--- config.mk ---
export PLATFORM = sky130hd
export DESIGN_NAME = udp_source_arbiter
export DESIGN_NICKNAME = d
export VERILOG_FILES = /design/src/rtl/udp_source_arbiter.sv
export SDC_FILE = /design/constraint.sdc
export NUM_CORES = 1
export LEC_CHECK = 0
export CAP_MARGIN = 30
export CORE_ASPECT_RATIO = 0.5
export CORE_MARGIN = 5
export CORE_UTILIZATION = 54
export CTS_BUF_LIST = sky130_fd_sc_hd__clkbuf_4 sky130_fd_sc_hd__clkbuf_8 sky130_fd_sc_hd__clkbuf_16
export DETAILED_ROUTE_END_ITERATION = 10
export HOLD_SLACK_MARGIN = 0.1
export PLACE_DENSITY_LB_ADDON = 0.08
export SLEW_MARGIN = 20
export SYNTH_ARGS = -nofsm -noshare
export SYNTH_HDL_FRONTEND = slang
export SYNTH_SLANG_ARGS = --single-unit
--- constraint.sdc ---
create_clock -name clock -period 3.9 [get_ports clock]
set_clock_uncertainty 0.15 [all_clocks]
set_input_delay 0.78 -clock clock [delete_from_list [all_inputs] [get_ports clock]]
set_output_delay 0.78 -clock clock [all_outputs]
set_load 0.05 [all_outputs]
--- src/rtl/udp_source_arbiter.sv ---
// Schedules UDP transmissions between the DAQ FIFO (source 0) and the SATA FIFO (source 1).
// Optional grant/timeout statistics ports are compiled in with `define UDP_ARB_STATS_EN.
module udp_source_arbiter #(
    parameter int IFG_CYCLES     = 16,
    parameter int TIMEOUT_CYCLES = 65535,
    parameter int FIFO_DEPTH     = 4096
) (
    input  logic        clock,
    input  logic        reset_n,
    input  logic        enable,
    input  logic [1:0]  arb_mode,
    input  logic [12:0] daq_fifo_count,
    input  logic [15:0] daq_payload_len,
    input  logic [12:0] sata_fifo_count,
    input  logic [15:0] sata_payload_len,
    input  logic        eng_ready,
    input  logic        eng_done,
    input  logic        error_clear,
    output logic        eng_start,
    output logic        eng_select,
    output logic [15:0] eng_payload_len,
    output logic        busy,
    output logic        timeout_error,
    output logic        config_error
`ifdef UDP_ARB_STATS_EN
    ,
    output logic [31:0] daq_grant_count,
    output logic [31:0] sata_grant_count,
    output logic [15:0] timeout_count
`endif
);

    // state     | meaning
    // IDLE      | evaluate eligibility, grant when enabled and engine ready
    // START     | one-cycle eng_start pulse
    // WAIT_DONE | wait for eng_done or timeout
    // GAP       | inter-packet gap of IFG_CYCLES cycles
    typedef enum logic [1:0] {S_IDLE, S_START, S_WAIT_DONE, S_GAP} state_t;

    localparam logic [15:0] DEPTH_W  = 16'(FIFO_DEPTH);
    localparam logic [15:0] TO_LAST  = 16'(TIMEOUT_CYCLES - 1);
    localparam logic [15:0] GAP_LOAD = (IFG_CYCLES > 0) ? 16'(IFG_CYCLES - 1) : 16'd0;
    localparam bit          HAS_GAP  = (IFG_CYCLES > 0);

    state_t      state;
    logic        last_grant;
    logic [15:0] cnt;

    logic daq_perm, sata_perm, daq_len_ok, sata_len_ok;
    logic daq_elig, sata_elig, cfg_bad, grant_ok, pick;

    always_comb begin
        daq_perm    = (arb_mode != 2'd1);
        sata_perm   = (arb_mode != 2'd0);
        daq_len_ok  = (daq_payload_len != 16'd0) && (daq_payload_len <= DEPTH_W);
        sata_len_ok = (sata_payload_len != 16'd0) && (sata_payload_len <= DEPTH_W);
        daq_elig    = daq_perm && daq_len_ok && ({3'b0, daq_fifo_count} >= daq_payload_len);
        sata_elig   = sata_perm && sata_len_ok && ({3'b0, sata_fifo_count} >= sata_payload_len);
        cfg_bad     = (daq_perm && !daq_len_ok) || (sata_perm && !sata_len_ok);
        grant_ok    = enable && eng_ready && (daq_elig || sata_elig);
        // grant_ok already guarantees the chosen source is eligible in modes 0 and 1
        case (arb_mode)
            2'd0:    pick = 1'b0;
            2'd1:    pick = 1'b1;
            2'd2:    pick = last_grant ? !daq_elig : sata_elig;
            default: pick = !daq_elig;
        endcase
    end

    always_ff @(posedge clock or negedge reset_n) begin
        if (!reset_n) begin
            state           <= S_IDLE;
            last_grant      <= 1'b1;
            cnt             <= 16'd0;
            eng_start       <= 1'b0;
            eng_select      <= 1'b0;
            eng_payload_len <= 16'd0;
            busy            <= 1'b0;
            timeout_error   <= 1'b0;
            config_error    <= 1'b0;
`ifdef UDP_ARB_STATS_EN
            daq_grant_count  <= 32'd0;
            sata_grant_count <= 32'd0;
            timeout_count    <= 16'd0;
`endif
        end else begin
            eng_start <= 1'b0;
            // a set later in this block overrides the clear
            if (error_clear) begin
                timeout_error <= 1'b0;
                config_error  <= 1'b0;
            end
            case (state)
                S_IDLE: begin
                    if (cfg_bad) config_error <= 1'b1;
                    if (grant_ok) begin
                        state           <= S_START;
                        eng_select      <= pick;
                        eng_payload_len <= pick ? sata_payload_len : daq_payload_len;
                        last_grant      <= pick;
                        eng_start       <= 1'b1;
                        busy            <= 1'b1;
`ifdef UDP_ARB_STATS_EN
                        if (!pick && daq_grant_count != '1) daq_grant_count <= daq_grant_count + 32'd1;
                        if (pick && sata_grant_count != '1) sata_grant_count <= sata_grant_count + 32'd1;
`endif
                    end
                end
                S_START: begin
                    state <= S_WAIT_DONE;
                    cnt   <= 16'd0;
                end
                S_WAIT_DONE: begin
                    if (eng_done || cnt == TO_LAST) begin
                        if (!eng_done) begin
                            timeout_error <= 1'b1;
`ifdef UDP_ARB_STATS_EN
                            if (timeout_count != '1) timeout_count <= timeout_count + 16'd1;
`endif
                        end
                        if (HAS_GAP) begin
                            state <= S_GAP;
                            cnt   <= GAP_LOAD;
                        end else begin
                            state <= S_IDLE;
                            busy  <= 1'b0;
                        end
                    end else if (cnt != '1) begin
                        cnt <= cnt + 16'd1;
                    end
                end
                S_GAP: begin
                    if (cnt == 16'd0) begin
                        state <= S_IDLE;
                        busy  <= 1'b0;
                    end else begin
                        cnt <= cnt - 16'd1;
                    end
                end
                default: state <= S_IDLE;
            endcase
        end
    end

endmodule

# Yosys cells after proc, flatten, opt, wreduce, memory -nomap -nowiden
# Index checks and enable logic that the tools add are counted.
# totals
register_bits,40
input_bits,66
out_inout_bits,21
elab_cells,79
# op_classes
addsub,2
n_lt_le_gt_ge,4
eq_ne,13
n_mux,23
reduce_logical,28
# ops
op,count
16-bit 2-to-1 mux,4
16-bit case mux with 3 select lines,1
13-bit by 16-bit greater-or-equal comparator with 1-bit output,2
"16-bit by 13-bit less-or-equal comparator with 1-bit output, second input constant",2
16-bit nonzero test,2
"16-bit by 1-bit adder with 16-bit output, second input constant",1
"16-bit equality test, second input constant",1
16-bit logical NOT,1
"16-bit != test, second input constant",1
"16-bit by 1-bit subtractor with 16-bit output, second input constant",1
1-bit 2-to-1 mux,12
1-bit logical AND,10
3-bit AND reduction,3
"2-bit != test, second input constant",4
2-bit case mux with 4 select lines,1
"2-bit equality test, second input constant",3
2-bit 2-to-1 mux,3
"2-bit by 1-bit equality test with 1-bit output, second input constant",2
2-bit logical NOT,2
2-bit nonzero test,2
1-bit logical NOT,3
1-bit logical OR,3
"3-bit != test, second input constant",1
1-bit case mux with 3 select lines,1
4 further kinds,4

# Depth between registers and ports, before layout
# depth
word_depth,8
depth_mapped,11
mapped_depth_nobuf,9

# Worst setup path after synthesis
# No wires, ideal clock.
# synth_path
kind,input-to-reg
from,input sata_payload_len[9]
to,register eng_select
setup_ns,0.128
arrival_ns,2.779
required_time_ns,3.622
slack_ns,0.843
cell_stages,10
path_buffers,1
path_cell_list,inv_1 > ha_1 > a21o_1 > a221o_1 > a41oi_1 > a211oi_2 > a31o_2 > and3_1 > buf_2 > mux2_1
# synth_via
elab_chain_cells,7
elab_cells_between_ends,11
cone_classes,2 x order compare; 2 x mux; 7 x reduce/logical
# synth_rtl
element,line,source
start: declaration,15,"input logic [15:0] sata_payload_len,"
16-bit by 13-bit less-or-equal comparator with 1-bit output / 16-bit nonzero test (equally long branches),56,sata_len_ok = (sata_payload_len != 16'd0) && (sata_payload_len <= DEPTH_W);
1-bit logical AND,56,
1-bit logical AND,58,"sata_elig = sata_perm && sata_len_ok && ({3'b0, sata_fifo_count} >= sata_payload_len);"
1-bit logical AND (*),58,
branches (longest 3 deep; another with 1-bit case mux with 3 select lines),-,
end signal: assignment,98,eng_select <= pick;
end: declaration,20,"output logic eng_select,"
# Mark *: on every way between the ends.
# A chain may end at the register's enable or synchronous reset.

# Final worst setup path
# layout_path
from,input sata_payload_len[11]
to,register eng_select
# The elaborated chain is that of the path after synthesis.

==> results.py <==
metrics = {
    "global_route": {
        "grt-ovfl-total": 0,
        "grt_max_degree": 41,
        "track_usage_pct": 26.5,
        "antenna_found_initial": 0,
        "grt_pass1_wl_um": 17300,
        "grt_pass1_vias": 3730,
    },
    "synthesis": {
        "synthCells": 420,
        "synthArstFlopShare_pct": 100,
        "synth_area_um2": 3400,
        "synth_cell_types": 63,
        "synth_warnings": 0,
        "synth_flop_cell": "dfrtp_1",
        "ys_seq_elements": 40,
        "synth_edf_count": 0,
        "syn_nets": 520,
        "yosysSeqAreaShare_pct": 29.5,
        "synth.avg_cell_area_um2": 8.10,
    },
    "clock_tree": {
        "numCtsBuffers": 5,
        "clock_latency_ps": 280,
        "cts_resized": 0,
        "ctsHoldBuffers": 0,
        "cts_sinks": 40,
        "cts.clk_slew.worst_paths_ps": 60,
        "htreeDepth": 2,
        "post_cts_buffers": 0,
        "clock_path_buffers": 2,
        "tritoncts": "built",
        "cts-root-buf": "clkbuf_16",
    },
    "worst_setup_path": {
        "reg2reg_depth": 7,
        "end_kind": "flip-flop",
        "cp-start-kind": "input pin",
        "max_stage_delay_ps": 500,
        "crit_path_top_delay_cell": "clkdlybuf4s50_1",
        "path_cells": "clkdlybuf4s50_1 -> inv_1 -> ha_1 -> and3_1 -> nand3_1 -> a311o_1 -> a211oi_2 -> a31o_2 -> and3_1 -> mux2_1",
        "r2r_setup_slack_ps": 830,
        "worstPathMaxFanout": 5,
        "reg2reg_to": "cnt[4]",
        "worst_ep_required_time_ps": 3910,
        "arrival_ps": 3380,
        "cp_common_cell": "and3_1",
        "critical_path_class": "in2reg",
        "reg2reg_from": "cnt[3]",
    },
    "sta": {
        "fin_crit_sh_pct": 86.5,
        "hold_ws_ps": 187,
        "finalSetupTns_ps": 0,
        "finalHoldViolCount": 0,
        "slew_violations": 0,
        "tightest_slew_ps": 740,
        "maxSlewHeadroom_pct": 50.6,
        "setup_violations": 0,
        "rsz0062_at_grt": "no",
        "finalCriticalPeriod_ps": 3370,
        "max_freq_mhz": 297,
    },
    "power": {
        "ir_drop_mv": 0.366,
        "powerDensity_nw_per_um2": 553,
        "leakage_nw": 1.94,
        "finalPower_mw": 2.46,
    },
    "detailed_routing": {
        "drt_pass1_iterations": 5,
        "drc": 0,
        "vias": 3673,
        "postRouteAntennaNets": 0,
        "wirelength_um": 10200,
        "wl_per_cell_um": 17.5,
        "drt-initial-drc-count": 322,
        "viasPerCell": 6.30,
    },
    "final_layout": {
        "area_delta_synth_final_pct": 30.7,
        "antenna_cells": 0,
        "nNetsFinal": 595,
        "layout-drive-gt1-share_pct": 6.26,
        "nFillCells": 475,
        "fin_area_um2": 4450,
        "fin_util_pct": 73.1,
    },
    "placed_design": {
        "dpl.hpwl_um": 7710,
        "numPortBuffers": 86,
        "place_area_um2": 4290,
        "gp_congestion": 0.943,
    },
    "die": {
        "num_rows": 20,
        "die_height_um": 66.1,
        "num_io_pins": 87,
        "start_util_pct": 55.9,
        "die_area_um2": 8080,
        "fp.dieW_um": 122,
        "core-area_um2": 6080,
    },
    "min_path": {
        "min_path_type": "in2async",
    },
    "run": {
        "cap_violations": 0,
    },
    "run_status": {
        "run_status": "finished, final reports clean",
    },
}
==> critical path, delay by kind of cell <==
family | cells | cell delay (ps)
buffers and inverters | 2 | 550
AO/OA/AOI/OAI | 3 | 810
adder cells (fa/ha/maj) | 1 | 300
AND/OR/NAND/NOR | 3 | 590
multiplexers | 1 | 340
==> routing by layer <==
metal / GRT usage [%] / routed length, um / up-vias / part of all wire, %
li1: - / - / 1719 / -
met4: 9.62 / 298 / 0 / 2.9
met3: 5.73 / 811 / 34 / 8.0
met5: 0 / 0 / - / 0
met1: 31.6 / 4180 / 1732 / 41
met2: 47.4 / 4900 / 188 / 48
==> cell families after synthesis <==
kind of cell / share of synthesized area, %
buffers and inverters: 8.53
muxes: 0.956
DFF: 29.5
AOI/OAI and AO/OA: 26.4
adders and majority gates: 12.5
and+or+nand+nor: 21.3
xor gates and xnor gates: 0.772
==> metrics by stage <==
stage | instances | worst slack [ps]
after detailed placement | 575 | 273
after global placement | 575 | 341
after global routing | 583 | 328
final | 583 | 528
after floorplan | 420 | 843
after CTS | 582 | 545
==> synthesized netlist by cell type (6+ instances only) <==
master    instances  area [um2]
a21oi_1          24         120
nand4_1           6        37.5
inv_1            37         139
clkbuf_1         15        56.3
o21ai_0          37         185
nor3_1           10        50.1
dfrtp_1          39         976
nor2_1           15        56.3
nor4_1           12        75.1
ha_1             34         425
buf_2             7        35.0
nand3_1          21         105
nand2_1          39         146
a31oi_1          30         188
==> layout make-up <==
type                       instances  area, um2  area share [%]
multi-input combinational        314       2110            47.5
clock inverter                     1       5.00           0.113
clock buffer                       6        133            2.98
timing repair buffer              96        943            21.2
sequential                        40       1000            22.5
tap                               88        110            2.48
inverter                          38        143            3.21
==> flip-flops by register name (all words and copies together) (netlist names) <==
signal / count
busy: 1
cnt: 16
config_error: 1
eng_payload_len: 16
eng_select: 1
eng_start: 1
last_grant: 1
state: 2
timeout_error: 1
==> cells in the final DEF (no fill, tap or decap), types with 2 or more instances in the layout <==
master	n
a21oi_1	24
dfrtp_1	39
a41o_1	3
and2_1	2
nor3b_1	2
and3_1	4
nor2b_1	5
nor4_2	2
a21o_1	5
o21ai_0	37
nand2_1	39
mux2_1	2
clkbuf_16	5
clkdlybuf4s50_1	85
o311ai_1	2
o21a_1	2
inv_1	37
nand3_1	21
o211ai_1	3
nor3_1	10
buf_4	9
o22ai_1	4
ha_1	34
o32ai_1	2
xnor2_1	2
nor4_1	12
a221o_1	3
or3_1	4
nand4_1	6
a31oi_1	30
a41oi_1	5
a221oi_1	3
o31ai_1	2
nand2b_1	4
nor2_1	15
==> how the worst max path moves through the flow <==
stage	startpoint	to	slack, ps	cells past startpoint
floorplan	sata_payload_len[9]	eng_select	840	10
global placement	sata_payload_len[9]	eng_select	340	10
detailed placement	sata_payload_len[11]	eng_select	270	10
CTS	sata_payload_len[11]	eng_select	550	10
global route	daq_payload_len[7]	eng_payload_len[7]	330	11
finish	sata_payload_len[11]	eng_select	530	10
==> power breakdown <==
| part | internal (mW) | switching, mW | leakage, nW |
|---|---|---|---|
| clock | 0.240 | 0.165 | 0.0701 |
| combinational | 0.512 | 0.828 | 1.34 |
| sequential | 0.541 | 0.171 | 0.531 |
| total | 1.29 | 1.16 | 1.94 |
Note: power is estimated with default switching activity, not from simulation.
==> RTL edit: new RTL, same settings <==
Re-encode `state_t` (4 states) as one-hot, 4 bits wide.
--- a/src/rtl/udp_source_arbiter.sv
+++ b/src/rtl/udp_source_arbiter.sv
@@ -36,5 +36,5 @@
     // WAIT_DONE | wait for eng_done or timeout
     // GAP       | inter-packet gap of IFG_CYCLES cycles
-    typedef enum logic [1:0] {S_IDLE, S_START, S_WAIT_DONE, S_GAP} state_t;
+    typedef enum logic [3:0] {S_IDLE = 4'b0001, S_START = 4'b0010, S_WAIT_DONE = 4'b0100, S_GAP = 4'b1000} state_t;
 
     localparam logic [15:0] DEPTH_W  = 16'(FIFO_DEPTH);
Formal check against the unedited RTL: same outputs for any inputs over 10 cycles, from zero or initial values and one cycle with reset_n low; not proved beyond that.
==> RTL edit against the original RTL <==
Non-clock buffer count decreased by 5; design area decreased by 2.5%; critical path depth increased by 1; sequential cell count increased by 2; count of clock-buffer cells in the layout unchanged; routed wire length decreased by 6.7%; register-to-register slack got worse by 0.19 ns; synthesized area decreased by 4.2%; setup slack improved by 0.034 ns; critical path type unchanged.
Power is not compared: it rests on default switching activity, and its combinational part moved more than twofold at a synthesized area within 25%.
==> RTL edit: results <==
group,metric,value,unit
run_status,status,"finished, final reports clean",
synthesis,syn-num-nets,479,
sta,min_period,3.34,ns
finish,final_nets,558,
grt,grt_use_total,0.246,
cts,htreeDepth,2,
cts,cts_buffer_depth,2,
synthesis,synth_cell_types,62,
finish,drive_gt1_frac,0.0648,
cts,post_cts_buffers,0,
detailed_routing,first_pass_iters,5,
detailed_routing,wl_per_cell,17.6,um
setup_path,crit_fanout,14,
grt,grt_max_degree,43,
finish,top_regs,"cnt: 16 flops, eng_payload_len: 16 flops, state: 4 flops",
synthesis,synthArstFlopShare,1.00,
placed_design,pre_cts_ws,0.277,ns
grt,grt_pass1_vias,3287,
pwr,p_leak,1.94,nW
cts,numCtsBuffers,5,
cts,clk_latency,0.28,ns
setup_path,rr_worst_depth,7,
setup_path,cp.arrival,3.35,ns
sta,slew_headroom,0.522,
detailed_routing,via_per_inst,5.99,
placed_design,io_buffer_count,86,
synthesis,synth_commonest_cells,"40 x dfrtp_1, 38 x o21ai_0, 35 x inv_1",
grt,gr-usage-met1,0.317,
cts,post_cts_resized,0,
grt,grtUsageMet2,0.425,
cts,cts_root_buffer,"clkbuf_16",
finish,diodes,0,
synthesis,synth_ff_type,"dfrtp_1",
placed_design,gp_congestion,0.896,
setup_path,cpPeakStageDelay,0.54,ns
min_path,hold_path.class,"input port to async pin",
detailed_routing,first_iter_violations,275,
setup_path,ff2ff_setup_slack,0.64,ns
pwr,irDropWorstVdd,0.000237,V
synthesis,synth_area_leaders,"dfrtp_1 31%, ha_1 12%, o21ai_0 5.8%",
finish,nFillCells,442,
cts,clk_pin_slew_worst_paths,0.06,ns
grt,grt_antenna_before_repair,0,
grt,use_met3,0.0462,
setup_path,slowest_stage,"clkdlybuf4s50_1",
synthesis,synth-seq-area-share,0.323,
placed_design,dp_hpwl,7330,um
synthesis,yosys_warnings,0,
grt,grt_first_pass_wirelength,15600,um
RTL edit: cell families (layout without fill, tap and decap cells):
| kind of cell | count (synthesis) | in the layout | synth area share |
|---|---|---|---|
| adders and majority gates | 30 | 30 | 0.115 |
| DFF | 42 | 42 | 0.323 |
| buffers and inverters | 54 | 134 | 0.0729 |
| muxes | 14 | 14 | 0.0434 |
| and+or+nand+nor | 125 | 125 | 0.209 |
| xor gates and xnor gates | 3 | 3 | 0.00806 |
| AOI/OAI and AO/OA | 115 | 115 | 0.229 |
RTL edit: where the power goes:
part / switching, W / internal (W) / leakage (nW)
clock network: 0.000168 / 0.000309 / 0.0805
registers: 0.0000235 / 0.000473 / 0.558
logic: 0.000229 / 0.000171 / 1.30
total: 0.000420 / 0.000952 / 1.94
RTL edit: area by class of cell:
cell class | instances | area, um^2 | share of cell area
Multi-Input combinational cell | 287 | 1980 | 0.456
Sequential cell | 42 | 1050 | 0.243
Clock buffer | 6 | 133 | 0.0306
Tap cell | 77 | 96.3 | 0.0222
Clock inverter | 2 | 37.5 | 0.00866
Inverter | 35 | 131 | 0.0303
Timing Repair Buffer | 91 | 906 | 0.209
RTL edit: critical path: cells and delay by family:
family | cells | cell delay (ns)
buffers and inverters | 3 | 0.88
AO/OA/AOI/OAI | 4 | 0.83
AND/OR/NAND/NOR | 2 | 0.32
adder cells (fa/ha/maj) | 1 | 0.30
multiplexers | 1 | 0.23
RTL edit: through the flow:
| stage | total power, W | utilization | hold WS (ns) | cells | cell area (um^2) |
|---|---|---|---|---|---|
| after global routing | 0.00143 | 0.728 | 0.196 | 540 | 4330 |
| after detailed placement | 0.000900 | 0.696 | 0.332 | 531 | 4140 |
| after global placement | 0.000890 | 0.696 | 0.317 | 531 | 4140 |
| final | 0.00137 | 0.728 | 0.187 | 540 | 4330 |
| after floorplan | 0.000713 | - | 0.334 | 383 | 3260 |
| after CTS | 0.00138 | 0.724 | 0.351 | 539 | 4310 |
RTL edit: worst paths after layout:
check	start	to
worst max-delay path	sata_payload_len[12]	eng_payload_len[10]
worst min-delay path	reset_n	cnt[3]
worst max register to register	cnt[12]	cnt[15]
worst min register to register	eng_payload_len[8]	eng_payload_len[8]
max in group asynchronous	reset_n	state[0]
min in group clock	eng_payload_len[8]	eng_payload_len[8]
RTL edit: routing by layer:
layer	vias up	wire, um
met5	-	0
met4	0	214
met3	22	728
met2	143	4420
met1	1507	4140
li1	1562	-
